`src/rtl/linebuf_pkg.sv`:
```
// -----------------------------------------------------------------------------
// linebuf_pkg
// Shared constants and helpers for the line-buffer ring controller.
//   DEF_AWIDTH / DEF_NLINES / DEF_RWIDTH : default parameter values
//   BRD_TOP / BRD_BOT / BRD_LEFT / BRD_RIGHT : bit indices into the 4-bit
//                                              border vector {top,bot,left,right}
//   sel_inc() : modulo-n increment for line-select fields
// -----------------------------------------------------------------------------
package linebuf_pkg;

    localparam int DEF_AWIDTH = 11;
    localparam int DEF_NLINES = 3;
    localparam int DEF_RWIDTH = 11;

    localparam int BRD_TOP   = 3;
    localparam int BRD_BOT   = 2;
    localparam int BRD_LEFT  = 1;
    localparam int BRD_RIGHT = 0;

    // Next line index in a ring of n lines.
    function automatic int unsigned sel_inc(input int unsigned sel, input int unsigned n);
        return (sel + 1 >= n) ? 0 : sel + 1;
    endfunction

endpackage

```
`src/rtl/linebuf_ring_ptr.sv`:
```
// -----------------------------------------------------------------------------
// linebuf_ring_ptr
// Rotating write-line pointer for a ring of NLINES line SRAMs, plus the count
// of completely buffered lines (saturating at NLINES-1).
//
// Ports:
//   clk        in   clock, rising edge
//   rst        in   synchronous active-low reset
//   advance    in   pixel beat; state only moves on a beat
//   restart    in   start-of-frame beat; pointer and fill read as zero
//   wrap       in   this beat is the last column of the line
//   sel        out  effective line being written on this beat
//   next_sel   out  sel + 1 mod NLINES (oldest buffered line after this beat)
//   fill_any   out  effective fill >= 1 (at least one line buffered)
//   fill_full  out  effective fill == NLINES-1 (window complete)
// -----------------------------------------------------------------------------
module linebuf_ring_ptr
    import linebuf_pkg::*;
#(
    parameter int NLINES = DEF_NLINES,
    parameter int SWIDTH = $clog2(NLINES)
) (
    input  logic              clk,
    input  logic              rst,
    input  logic              advance,
    input  logic              restart,
    input  logic              wrap,
    output logic [SWIDTH-1:0] sel,
    output logic [SWIDTH-1:0] next_sel,
    output logic              fill_any,
    output logic              fill_full
);

    logic [SWIDTH-1:0] sel_q;
    logic [SWIDTH-1:0] fill_q;
    logic [SWIDTH-1:0] fill_eff;

    // A start-of-frame beat behaves as if the registers were already cleared.
    assign sel      = restart ? '0 : sel_q;
    assign fill_eff = restart ? '0 : fill_q;

    assign next_sel  = SWIDTH'(sel_inc(32'(sel), 32'(NLINES)));
    assign fill_any  = (fill_eff != '0);
    assign fill_full = (fill_eff == SWIDTH'(NLINES - 1));

    // NOTE: state registers use non-blocking assignments so every flop samples
    // the pre-edge values regardless of statement order.
    always_ff @(posedge clk) begin
        if (!rst) begin
            sel_q  <= '0;
            fill_q <= '0;
        end else if (advance) begin
            if (wrap) begin
                sel_q  <= next_sel;
                fill_q <= fill_full ? fill_eff : fill_eff + SWIDTH'(1);
            end else begin
                sel_q  <= sel;
                fill_q <= fill_eff;
            end
        end
    end

endmodule

```
`src/rtl/linebuf_ring_ctrl.sv`:
```
// -----------------------------------------------------------------------------
// linebuf_ring_ctrl
// Address / enable controller for a ring of NLINES single-port line SRAMs.
// One line is written per row while the others are read out at the same
// column, giving an NLINES-tall window once NLINES-1 lines are buffered.
//
// Optional feature macro: LINEBUF_BORDER_EN
//   defined   : border flags {top, bottom(=0), left, right} are computed from
//               the beat position and registered alongside valid
//   undefined : border is tied to zero
//
// Ports:
//   clk      in   clock, rising edge
//   rst      in   synchronous active-low reset
//   clken    in   pixel beat valid
//   sof      in   start of frame, qualifies the beat it coincides with
//   width    in   active line width in pixels (>= 2)
//   wr_en    out  per-SRAM write enable, active-low, combinational
//   rd_en    out  shared read enable, active-low, combinational
//   wr_addr  out  write address (column)
//   rd_addr  out  read address (same column)
//   wr_sel   out  line being written
//   rd_sel   out  oldest buffered line, registered with valid
//   row      out  row index within the frame, saturating
//   eol      out  pulse one cycle after the last-column beat
//   valid    out  SRAM window data valid this cycle
//   border   out  window border flags, registered with valid
// -----------------------------------------------------------------------------
module linebuf_ring_ctrl
    import linebuf_pkg::*;
#(
    parameter int AWIDTH = DEF_AWIDTH,
    parameter int NLINES = DEF_NLINES,
    parameter int SWIDTH = $clog2(NLINES),
    parameter int RWIDTH = DEF_RWIDTH
) (
    input  logic              clk,
    input  logic              rst,
    input  logic              clken,
    input  logic              sof,
    input  logic [AWIDTH-1:0] width,
    output logic [NLINES-1:0] wr_en,
    output logic              rd_en,
    output logic [AWIDTH-1:0] wr_addr,
    output logic [AWIDTH-1:0] rd_addr,
    output logic [SWIDTH-1:0] wr_sel,
    output logic [SWIDTH-1:0] rd_sel,
    output logic [RWIDTH-1:0] row,
    output logic              eol,
    output logic              valid,
    output logic [3:0]        border
);

    logic              beat;
    logic              restart;
    logic              wrap;
    logic [AWIDTH-1:0] col_q;
    logic [AWIDTH-1:0] col_eff;
    logic [RWIDTH-1:0] row_q;
    logic [RWIDTH-1:0] row_eff;
    logic [SWIDTH-1:0] sel_eff;
    logic [SWIDTH-1:0] rd_next;
    logic              fill_any;
    logic              fill_full;

    assign beat    = clken;
    assign restart = clken && sof;

    // On a start-of-frame beat the position reads as zero so that beat is
    // written to column 0 of line 0.
    assign col_eff = restart ? '0 : col_q;
    assign row_eff = restart ? '0 : row_q;

    // >= rather than == so a width that shrinks below the current column
    // wraps on the next beat instead of running to the end of the address space.
    assign wrap = beat && (col_eff >= width - AWIDTH'(1));

    linebuf_ring_ptr #(
        .NLINES (NLINES),
        .SWIDTH (SWIDTH)
    ) u_ptr (
        .clk       (clk),
        .rst       (rst),
        .advance   (beat),
        .restart   (restart),
        .wrap      (wrap),
        .sel       (sel_eff),
        .next_sel  (rd_next),
        .fill_any  (fill_any),
        .fill_full (fill_full)
    );

    // NOTE: every combinational output gets its default before any condition,
    // so no path leaves it unassigned and no latch is inferred.
    always_comb begin
        wr_en = '1;
        for (int i = 0; i < NLINES; i++) begin
            if (beat && (sel_eff == SWIDTH'(i))) begin
                wr_en[i] = 1'b0;
            end
        end
    end

    assign rd_en   = !(beat && fill_any);
    assign wr_addr = col_eff;
    assign rd_addr = col_eff;
    assign wr_sel  = sel_eff;
    assign row     = row_eff;

    always_ff @(posedge clk) begin
        if (!rst) begin
            col_q  <= '0;
            row_q  <= '0;
            eol    <= 1'b0;
            valid  <= 1'b0;
            rd_sel <= '0;
        end else begin
            // SRAM read data returns one cycle after rd_en, so valid is a
            // one-cycle pulse per qualifying beat rather than a held level.
            eol   <= wrap;
            valid <= beat && fill_full;
            if (beat) begin
                rd_sel <= rd_next;
                if (wrap) begin
                    col_q <= '0;
                    row_q <= (row_eff == '1) ? row_eff : row_eff + RWIDTH'(1);
                end else begin
                    col_q <= col_eff + AWIDTH'(1);
                    row_q <= row_eff;
                end
            end
        end
    end

`ifdef LINEBUF_BORDER_EN
    logic [3:0] border_d;
    logic [3:0] border_q;

    always_comb begin
        border_d = '0;
        if (beat && fill_full) begin
            // Fill completes on row NLINES-1, which is the first valid row.
            border_d[BRD_TOP]   = (row_eff == RWIDTH'(NLINES - 1));
            border_d[BRD_BOT]   = 1'b0;
            border_d[BRD_LEFT]  = (col_eff == '0);
            border_d[BRD_RIGHT] = (col_eff == width - AWIDTH'(1));
        end
    end

    always_ff @(posedge clk) begin
        if (!rst) begin
            border_q <= '0;
        end else begin
            border_q <= border_d;
        end
    end

    assign border = border_q;
`else
    assign border = 4'b0;
`endif

endmodule

```
`config.mk`:
```
export PLATFORM = sky130hd
export DESIGN_NAME = linebuf_ring_ctrl
export DESIGN_NICKNAME = d
export VERILOG_FILES = /design/src/rtl/linebuf_pkg.sv /design/src/rtl/linebuf_ring_ptr.sv /design/src/rtl/linebuf_ring_ctrl.sv
export SDC_FILE = /design/constraint.sdc
export NUM_CORES = 1
export LEC_CHECK = 0
export ABC_AREA = 1
export CORE_MARGIN = 2
export CORE_UTILIZATION = 45
export DETAILED_ROUTE_END_ITERATION = 12
export PLACE_DENSITY_LB_ADDON = 0.08
export SYNTH_ARGS = -nofsm -noshare
export SYNTH_HDL_FRONTEND = slang
export SYNTH_SLANG_ARGS = --single-unit
```
`constraint.sdc`:
```
create_clock -name clk -period 2.3 [get_ports clk]
set_input_delay 0.23 -clock clk [delete_from_list [all_inputs] [get_ports clk]]
set_output_delay 0.23 -clock clk [all_outputs]
set_load 0.01 [all_outputs]
```
# --- Word level (Yosys, flattened, before mapping) ---
# Index checks and enable logic that the tools add are counted.
totals:
  ff_bits: 30
  latchBits: 0
  ramBits: 0
  mem_bits_ro: 0
  in_bits: 15
  out_inout_bits: 47
  word_cells: 42
  mem_count: 0
classes:
  addsub: 5
  mul: 0
  div_mod_pow: 0
  order_cmp: 2
  eq_ne: 4
  shift: 0
  muxes: 14
  bitwise: 0
  reduce_logical: 10
op_table:
  columns: ["operator", "count"]
  rows:
  - ["2-to-1 mux 11 bit", 5]
  - ["adder 11 x 1 -> 11 bit (second input constant)", 2]
  - ["2-to-1 mux 2 bit", 6]
  - ["== test 11 bit (second input constant)", 1]
  - ["greater-or-equal comparator 11 bit", 1]
  - ["subtractor 11 x 1 -> 11 bit (second input constant)", 1]
  - ["logical AND 1 bit", 7]
  - ["== test 2 bit (second input constant)", 2]
  - ["adder 2 x 1 -> 3 bit (second input constant)", 1]
  - ["greater-or-equal comparator 3 x 2 -> 1 bit (second input constant)", 1]
  - ["2-to-1 mux 1 bit", 3]
  - ["adder 2 x 1 -> 2 bit (second input constant)", 1]
  - ["== test 2 x 1 -> 1 bit (second input constant)", 1]
  - ["zero test 2 bit", 1]
  - ["nonzero test 2 bit", 1]
  - ["zero test 1 bit", 1]

# --- Longest topological paths before layout ---
# Gate-level depths: netlist (run 1).
depth:
  depth_word: 6
  ltp_mapped: 18
  ltp_nobuf: 17

# --- Cells and area by module ---
# Synthesis (run 1) repeated with hierarchy kept, for this count alone.
hier_totals:
  cells_unflattened: 405
  hier_area_um2: 2552.4
modules_own_cells:
  columns: ["mod", "instances", "cells_per_inst", "area_per_inst_um2", "seq_area_each_um2"]
  rows:
  - ["linebuf_ring_ctrl", 1, 365, 2275.9, 520.5]
  - ["linebuf_ring_ptr", 1, 40, 276.5, 80.1]

# --- Worst setup path after synthesis (run 1) ---
# No wires, ideal clock.
synth_timing:
  path_type: "input port to flip-flop"
  start: "input port width[0]"
  end: "register row_q[7]"
  setup_ns: 0.131
  t_arrival_ns: 2.306
  required_time_ns: 2.169
  setup_slack_ns: -0.136
  path_stages: 17
  n_path_buf: 1
  path_cell_list: "inv_1 > ha_1 > nand3_1 > nor3_1 > nand3_1 > xor2_1 > ha_1 > nand2_1 > nor2_1 > inv_1 > nor2_1 > nand2_1 > nand2_2 > nand2_2 > buf_4 > nand2_1 > a21oi_2"
synth_via:
  elab_chain_len: 4
synth_rtl:
  columns: ["item", "line_no", "source"]
  rows:
  - ["start: declaration", "linebuf_ring_ctrl.sv:41", "input logic [AWIDTH-1:0] width,"]
  - ["subtractor 11 x 1 -> 11 bit", "linebuf_ring_ctrl.sv:76", "assign wrap = beat && (col_eff >= width - AWIDTH'(1));"]
  - ["greater-or-equal comparator 11 bit", "linebuf_ring_ctrl.sv:76", null]
  - ["logical AND 1 bit", "linebuf_ring_ctrl.sv:76", null]
  - ["2-to-1 mux 11 bit", "linebuf_ring_ctrl.sv:124", "if (wrap) begin"]
  - ["end signal: assignment", "linebuf_ring_ctrl.sv:126", "row_q <= (row_eff == '1) ? row_eff : row_eff + RWIDTH'(1);"]
  - ["end signal: assignment", "linebuf_ring_ctrl.sv:129", "row_q <= row_eff;"]
  - ["end: declaration", "linebuf_ring_ctrl.sv:59", "logic [RWIDTH-1:0] row_q;"]
# Every way passes these cells.
# A chain may end at the register's enable or synchronous reset.

# --- Worst setup path after layout (run 1) ---
layout_timing:
  start: "input port width[0]"
  end: "register row_q[4]"
# Same word-level chain as after synthesis.

==> results of run 1 <==
## metal layers
layer | vias to the layer above | track usage [%]
li1 | 1373 | -
met2 | 67 | 43.0
met4 | 0 | 6.96
met1 | 1207 | 27.5
met5 | - | 0
met3 | 6 | 4.77
## through the flow
| step | cells | cell area [sq um] | util (%) |
|---|---|---|---|
| floorplan | 385 | 2510 | - |
| global placement | 540 | 3370 | 65.2 |
| detailed placement | 540 | 3370 | 65.2 |
| CTS | 552 | 3530 | 68.3 |
| global route | 554 | 3690 | 71.3 |
| finish | 554 | 3690 | 71.3 |
## power groups by stage
stage               clock network (W)  registers, W   logic, W
finish                       0.000459      0.000526   0.000201
global route                 0.000499      0.000526   0.000220
CTS                          0.000474      0.000526   0.000191
detailed placement                  0      0.000538   0.000186
global placement                    0      0.000538   0.000182
floorplan                           0      0.000537  0.0000998
## cells by family (layout without fill, tap and decap cells)
family,count (synthesis),count (layout),share of synthesized area (%)
compound gates,37,37,8.15
buf+inv,84,183,17.3
xor+xnor,16,16,5.71
fa+ha+maj,16,16,8.15
other cells,1,4,0.153
flops,30,30,24.5
simple gates,198,198,36.1
## critical path: stages
cell,delay (ns)
sky130_fd_sc_hd__buf_6,0.10
sky130_fd_sc_hd__clkinvlp_4,0.08
sky130_fd_sc_hd__ha_4,0.15
sky130_fd_sc_hd__nand3_4,0.07
sky130_fd_sc_hd__nor3_4,0.20
sky130_fd_sc_hd__nand3_1,0.13
sky130_fd_sc_hd__xor2_1,0.18
sky130_fd_sc_hd__ha_1,0.33
sky130_fd_sc_hd__nand2_2,0.12
sky130_fd_sc_hd__inv_2,0.03
sky130_fd_sc_hd__nand2_1,0.04
sky130_fd_sc_hd__nand2_1,0.05
sky130_fd_sc_hd__a21oi_2,0.15
sky130_fd_sc_hd__nand2_2,0.10
sky130_fd_sc_hd__nand2_4,0.14
sky130_fd_sc_hd__buf_8,0.15
sky130_fd_sc_hd__nand2_2,0.06
sky130_fd_sc_hd__a21oi_2,0.13
## final cells by class
cell class	instances	area, sq um	share of cell area (%)
Multi-Input combinational cell	271	1630	44.2
Timing Repair Buffer	117	1040	28.3
Sequential cell	30	601	16.3
Inverter	58	230	6.24
Tap cell	70	87.6	2.38
Clock buffer	6	82.6	2.24
Clock inverter	2	12.5	0.339
## state kept, by name (all words and copies together), names as in the netlist
name          cells
valid             1
u_ptr.sel_q       2
row_q            11
u_ptr.fill_q      2
eol               1
rd_sel            2
col_q            11
## repair_timing
item	in CTS	in global routing
gates resized for setup	22	52
setup endpoints to repair	32	32
pin swaps	12	27
buffers inserted	4	2
## placed cells by master, fill, tap and decap left out, types with 2 or more instances in the layout
cell and instances:
sky130_fd_sc_hd__nand2_1 86, sky130_fd_sc_hd__buf_4 54, sky130_fd_sc_hd__inv_1 52, sky130_fd_sc_hd__clkdlybuf4s50_1 46, sky130_fd_sc_hd__nor2_1 34, sky130_fd_sc_hd__nand3_1 32
sky130_fd_sc_hd__dfxtp_1 30, sky130_fd_sc_hd__a21oi_1 16, sky130_fd_sc_hd__ha_1 14, sky130_fd_sc_hd__xor2_1 12, sky130_fd_sc_hd__a21oi_2 10, sky130_fd_sc_hd__nor2_2 9
sky130_fd_sc_hd__nand2_2 8, sky130_fd_sc_hd__nand3_2 7, sky130_fd_sc_hd__nand2_4 7, sky130_fd_sc_hd__clkbuf_8 6, sky130_fd_sc_hd__o21ai_0 5, sky130_fd_sc_hd__buf_6 5
sky130_fd_sc_hd__xnor2_1 4, sky130_fd_sc_hd__nand4_1 4, sky130_fd_sc_hd__conb_1 4, sky130_fd_sc_hd__clkbuf_2 4, sky130_fd_sc_hd__dlymetal6s2s_1 4, sky130_fd_sc_hd__clkinvlp_4 3
sky130_fd_sc_hd__nor2_4 3, sky130_fd_sc_hd__o21a_1 3, sky130_fd_sc_hd__nor3_4 2, sky130_fd_sc_hd__inv_2 2, sky130_fd_sc_hd__nand3_4 2, sky130_fd_sc_hd__or2_2 2
sky130_fd_sc_hd__nor3_1 2, sky130_fd_sc_hd__o21ai_1 2, sky130_fd_sc_hd__ha_4 2, sky130_fd_sc_hd__dlygate4sd2_1 2
## path summary, 6_finish.rpt
kind | from | endpoint | slack (ns)
hold reg to reg | rd_sel[1] | rd_sel[1] | 0.46
hold / removal | rd_sel[1] | rd_sel[1] | 0.46
setup / recovery | width[0] | row_q[4] | 0.07
setup reg to reg | col_q[0] | row_q[4] | 0.37
==> impl_metrics.yaml, run 1 <==
layout:
  total_of_fill_cells_in_the_finished_design: 443
  antennaDiodeCount: 0
  drive_above_1_share_pct: 27.1
  nNetsFinal: 514
  area.growth.synth_to_final_pct: 50.1
cts:
  clk_transition_reported_paths_ns: 0.07
  clock_tree.root_cell: "sky130_fd_sc_hd__clkbuf_8"
  clk-insertion-delay-late_ns: 0.29
  post_cts_hold_buffer_count: 0
  cts_num_sinks: 30
  clk_path_buf_depth: 2
  tritoncts_clock_tree: "built"
  cts-htree-levels: 2
  tritoncts.num_buffers: 5
place:
  dpl.hpwl_microns: 5090
  place.gp.congestion: 0.875
  io_buffers: 57
  detailedPlace.worstSlack_ns: -0.548
synthesis:
  netlist.area_leader.share_pct: 24.5
  post_synth.cell_area_avg_sq_um: 6.43
  synth_sequential_area_ratio_pct: 24.5
  yosys-top-cells-area: "sky130_fd_sc_hd__dfxtp_1 24%, sky130_fd_sc_hd__nand2_1 15%, sky130_fd_sc_hd__inv_1 8.6%"
  synth_area_sq_um: 2460
  synth_most_common_cell: "sky130_fd_sc_hd__nand2_1"
  synthesized_netlist_cell_count: 382
  asyncSetResetFlopFracSynth_pct: 0
  yosysTopAreaCell: "sky130_fd_sc_hd__dfxtp_1"
  synth.top_cells.by_count: "98 x sky130_fd_sc_hd__nand2_1, 56 x sky130_fd_sc_hd__inv_1, 41 x sky130_fd_sc_hd__nor2_1, 35 x sky130_fd_sc_hd__nand3_1, 30 x sky130_fd_sc_hd__dfxtp_1"
  synth-main-ff-cell: "sky130_fd_sc_hd__dfxtp_1"
  synth_seq_cells: 30
  synth_enable_flop_cells: 0
  ys_warn_count: 0
  synth.distinct_cells: 31
power:
  total_switching_power_w: 0.000328
  clock_power_share_pct: 38.7
  p_comb_share_pct: 16.9
  leakagePower_nw: 1.68
  fin_total_pwr_w: 0.00119
  p_int_w: 0.000858
  peakVddDrop_mv: 0.254
  switching_share_pct: 27.7
  cellPowerDensity_nw_per_um2: 322
  power.share.sequential_pct: 44.3
global_route:
  grt_max_degree: 18
  grt_pass1_wl_microns: 11400
  grt_usage_pct: 23.6
  antenna_found_initial: 0
  grt_pass1_vias: 2475
  gr_ovfl_total: 0
timing:
  tightest_hold_margin_ns: 0.464
  rsz_0062_raised_after_global_routing: "yes"
  tns_ns: 0
  setup_violations: 0
  setup_ws_ns: 0.0714
  final-max-slew-violation-count: 0
  time_the_worst_path_needs_with_i_o_delays_and_setup_ns: 2.23
  report.final.hold_viol_count: 0
  fmaxAchievable_mhz: 449
  post-route-period-util_pct: 96.9
  timing.clock.skew_ns: 0.00790
detailed_routing:
  vias_per_cell: 4.79
  wl_met3_microns: 246
  totalWireLength_microns: 6860
  routed.top_layer: "met4"
  detail-route-antenna-nets: 0
  detail_route.wl_per_cell_microns: 12.4
  met2WireLength_microns: 3760
  wl_met1_microns: 2790
  drc: 0
  detail_route.first_pass.iterations: 4
  drc_marker_count_from_the_first_detailed_route_iteration: 130
  vias: 2653
worst_setup_path:
  worst_setup_path_end_kind: "register"
  critPathMaxFanout: 7
  timing.critical_path.arrival_ns: 2.45
  worstPathRequired_ns: 2.52
  crit_path_start_kind: "input pin"
  r2r.worst_path.cells: 16
  worst-setup-path-type: "in -> reg"
die:
  num_rows: 26
  chipWidth_microns: 77.9
  die_y_microns: 77.9
  die_area_sq_um: 6070
  placeableCoreArea_sq_um: 5170
  io_pins: 62
  initial_core_util_pct: 47.5
worst_hold_path:
  worstHoldPathCells: 2
  class_of_the_tightest_hold_or_removal_check: "reg -> reg"
run_status:
  result_of_the_run: "finished clean"
flow_run:
  drv_cap: 0
Note: power is estimated with default switching activity, not from simulation.
==> run 2, diff against run 1 <==
--- a/config.mk
+++ b/config.mk
@@ -7,8 +7,9 @@
 export LEC_CHECK = 0
 export ABC_AREA = 1
 export CORE_MARGIN = 2
-export CORE_UTILIZATION = 45
+export CORE_UTILIZATION = 41
 export DETAILED_ROUTE_END_ITERATION = 12
+export MAX_ROUTING_LAYER = met4
 export PLACE_DENSITY_LB_ADDON = 0.08
 export SYNTH_ARGS = -nofsm -noshare
 export SYNTH_HDL_FRONTEND = slang
==> impl_metrics.yaml, run 2 (synthesis results as in run 1) <==
run_status:
  result_of_the_run: "finished clean"
cts:
  cts-htree-levels: 2
  clock_tree.root_cell: "sky130_fd_sc_hd__clkbuf_8"
  clk_transition_reported_paths_ns: 0.07
  tritoncts.num_buffers: 5
  cts_num_sinks: 30
  post_cts_hold_buffer_count: 0
  tritoncts_clock_tree: "built"
  clk_path_buf_depth: 2
  clk-insertion-delay-late_ns: 0.28
timing:
  fmaxAchievable_mhz: 446
  final-max-slew-violation-count: 0
  timing.clock.skew_ns: 0.00449
  tns_ns: 0
  report.final.hold_viol_count: 0
  post-route-period-util_pct: 97.5
  tightest_hold_margin_ns: 0.465
  time_the_worst_path_needs_with_i_o_delays_and_setup_ns: 2.24
  setup_violations: 0
  rsz_0062_raised_after_global_routing: "yes"
  setup_ws_ns: 0.0571
worst_setup_path:
  crit_path_start_kind: "input pin"
  worstPathRequired_ns: 2.47
  critPathMaxFanout: 8
  worst_setup_path_end_kind: "register"
  timing.critical_path.arrival_ns: 2.41
  worst-setup-path-type: "in -> reg"
  rr_startpoint: "col_q[6]"
  timing.critical_path.from: "width[0]"
place:
  io_buffers: 57
  place.gp.congestion: 0.874
  dp_cells: 541
  dpl.hpwl_microns: 4860
  detailedPlace.worstSlack_ns: -0.620
  post_dp_cell_area_sq_um: 3350
global_route:
  gr_ovfl_total: 0
  grt_pass1_wl_microns: 11000
  grt_max_degree: 21
  grt_usage_pct: 21.7
  grt_pass1_vias: 2438
  antenna_found_initial: 0
worst_hold_path:
  class_of_the_tightest_hold_or_removal_check: "reg -> reg"
  hp-start: "rd_sel[1]"
detailed_routing:
  drc: 0
  detail_route.first_pass.iterations: 4
  detail_route.wl_per_cell_microns: 12.0
  vias: 2671
  vias_per_cell: 4.77
  detail-route-antenna-nets: 0
  drc_marker_count_from_the_first_detailed_route_iteration: 102
  totalWireLength_microns: 6700
die:
  die_y_microns: 81.4
  placeableCoreArea_sq_um: 5850
  num_rows: 28
  io_pins: 62
  chipWidth_microns: 81.4
  die_area_sq_um: 6630
  initial_core_util_pct: 42.0
flow_run:
  drv_cap: 0
layout:
  nNetsFinal: 515
  drive_above_1_share_pct: 27.6
  layout_top_registers: "col_q (11), row_q (11)"
  fin_area_sq_um: 3750
  area.growth.synth_to_final_pct: 52.7
  commonest_non_fill_non_tap_cell_in_the_layout: "sky130_fd_sc_hd__nand2_1"
  commonest_non_fill_non_tap_cells_in_the_layout: "86 x sky130_fd_sc_hd__nand2_1, 52 x sky130_fd_sc_hd__inv_1, 52 x sky130_fd_sc_hd__buf_4, 45 x sky130_fd_sc_hd__clkdlybuf4s50_1, 31 x sky130_fd_sc_hd__nand3_1"
  finish.cell_count_without_fillers: 560
  antennaDiodeCount: 0
power:
  peakVddDrop_mv: 0.339
  cellPowerDensity_nw_per_um2: 334
  leakagePower_nw: 1.70
-- run 2: cell type report --
type                            instances  area, sq um
Inverter                               58          233
Clock inverter                          3         40.0
Tap cell                               75         93.8
Sequential cell                        30          601
Fill cell                             539         2100
Multi-Input combinational cell        272         1670
Clock buffer                            5         68.8
Timing Repair Buffer                  116         1040
Timing Repair inverter                  1         6.26
-- run 2: worst max-delay path, cell delays in order --
cell and delay (ns):
sky130_fd_sc_hd__buf_6 0.09, sky130_fd_sc_hd__clkinvlp_4 0.10, sky130_fd_sc_hd__ha_4 0.15, sky130_fd_sc_hd__nand3_4 0.09
sky130_fd_sc_hd__nor3_4 0.22, sky130_fd_sc_hd__nand3_2 0.10, sky130_fd_sc_hd__xor2_1 0.15, sky130_fd_sc_hd__ha_1 0.31
sky130_fd_sc_hd__nand2_2 0.08, sky130_fd_sc_hd__nor2_4 0.11, sky130_fd_sc_hd__inv_1 0.05, sky130_fd_sc_hd__nor2_1 0.10
sky130_fd_sc_hd__nand2_2 0.10, sky130_fd_sc_hd__nand2_4 0.13, sky130_fd_sc_hd__nand2_8 0.10, sky130_fd_sc_hd__buf_12 0.17
sky130_fd_sc_hd__nand2_1 0.07, sky130_fd_sc_hd__a21oi_2 0.05
-- run 2: metal layers --
metal  GRT usage (%)  vias to the layer above  wire length (microns)
li1                -                     1385                      -
met1            25.7                     1212                   2870
met2            38.9                       69                   3480
met3            3.00                        5                    288
met4            4.75                        0                     63
met5               -                        -                      0
-- run 2: timing repair --
| item | 4_1_cts | 5_1_grt |
|---|---|---|
| cloned | 2 | 0 |
| resized for setup | 36 | 49 |
| setup buffers | 6 | 3 |
| endpoints found under the setup margin | 32 | 42 |
| pin swaps | 18 | 24 |
-- run 2: final timing paths --
| path | slack [ns] | endpoint | cells after the start |
|---|---|---|---|
| min reg2reg | 0.47 | rd_sel[1] | 2 |
| max reg2reg | 0.42 | row_q[3] | 13 |
| min | 0.47 | rd_sel[1] | 2 |
| max | 0.06 | u_ptr.sel_q[0] | 18 |
-- run 2: report_power, final --
part | switching [W] | internal [W] | total [W]
Combinational | 0.000109 | 0.0000925 | 0.000201
Sequential | 0.00000299 | 0.000523 | 0.000526
Clock | 0.000208 | 0.000318 | 0.000527
Total | 0.000320 | 0.000934 | 0.00125
-- run 2: per-stage QoR --
| stage | utilization [%] | total power [W] |
|---|---|---|
| after floorplan | - | 0.000637 |
| after global placement | 57.3 | 0.000713 |
| after detailed placement | 57.3 | 0.000714 |
| after CTS | 61.5 | 0.00125 |
| after global routing | 64.1 | 0.00131 |
| final | 64.1 | 0.00125 |
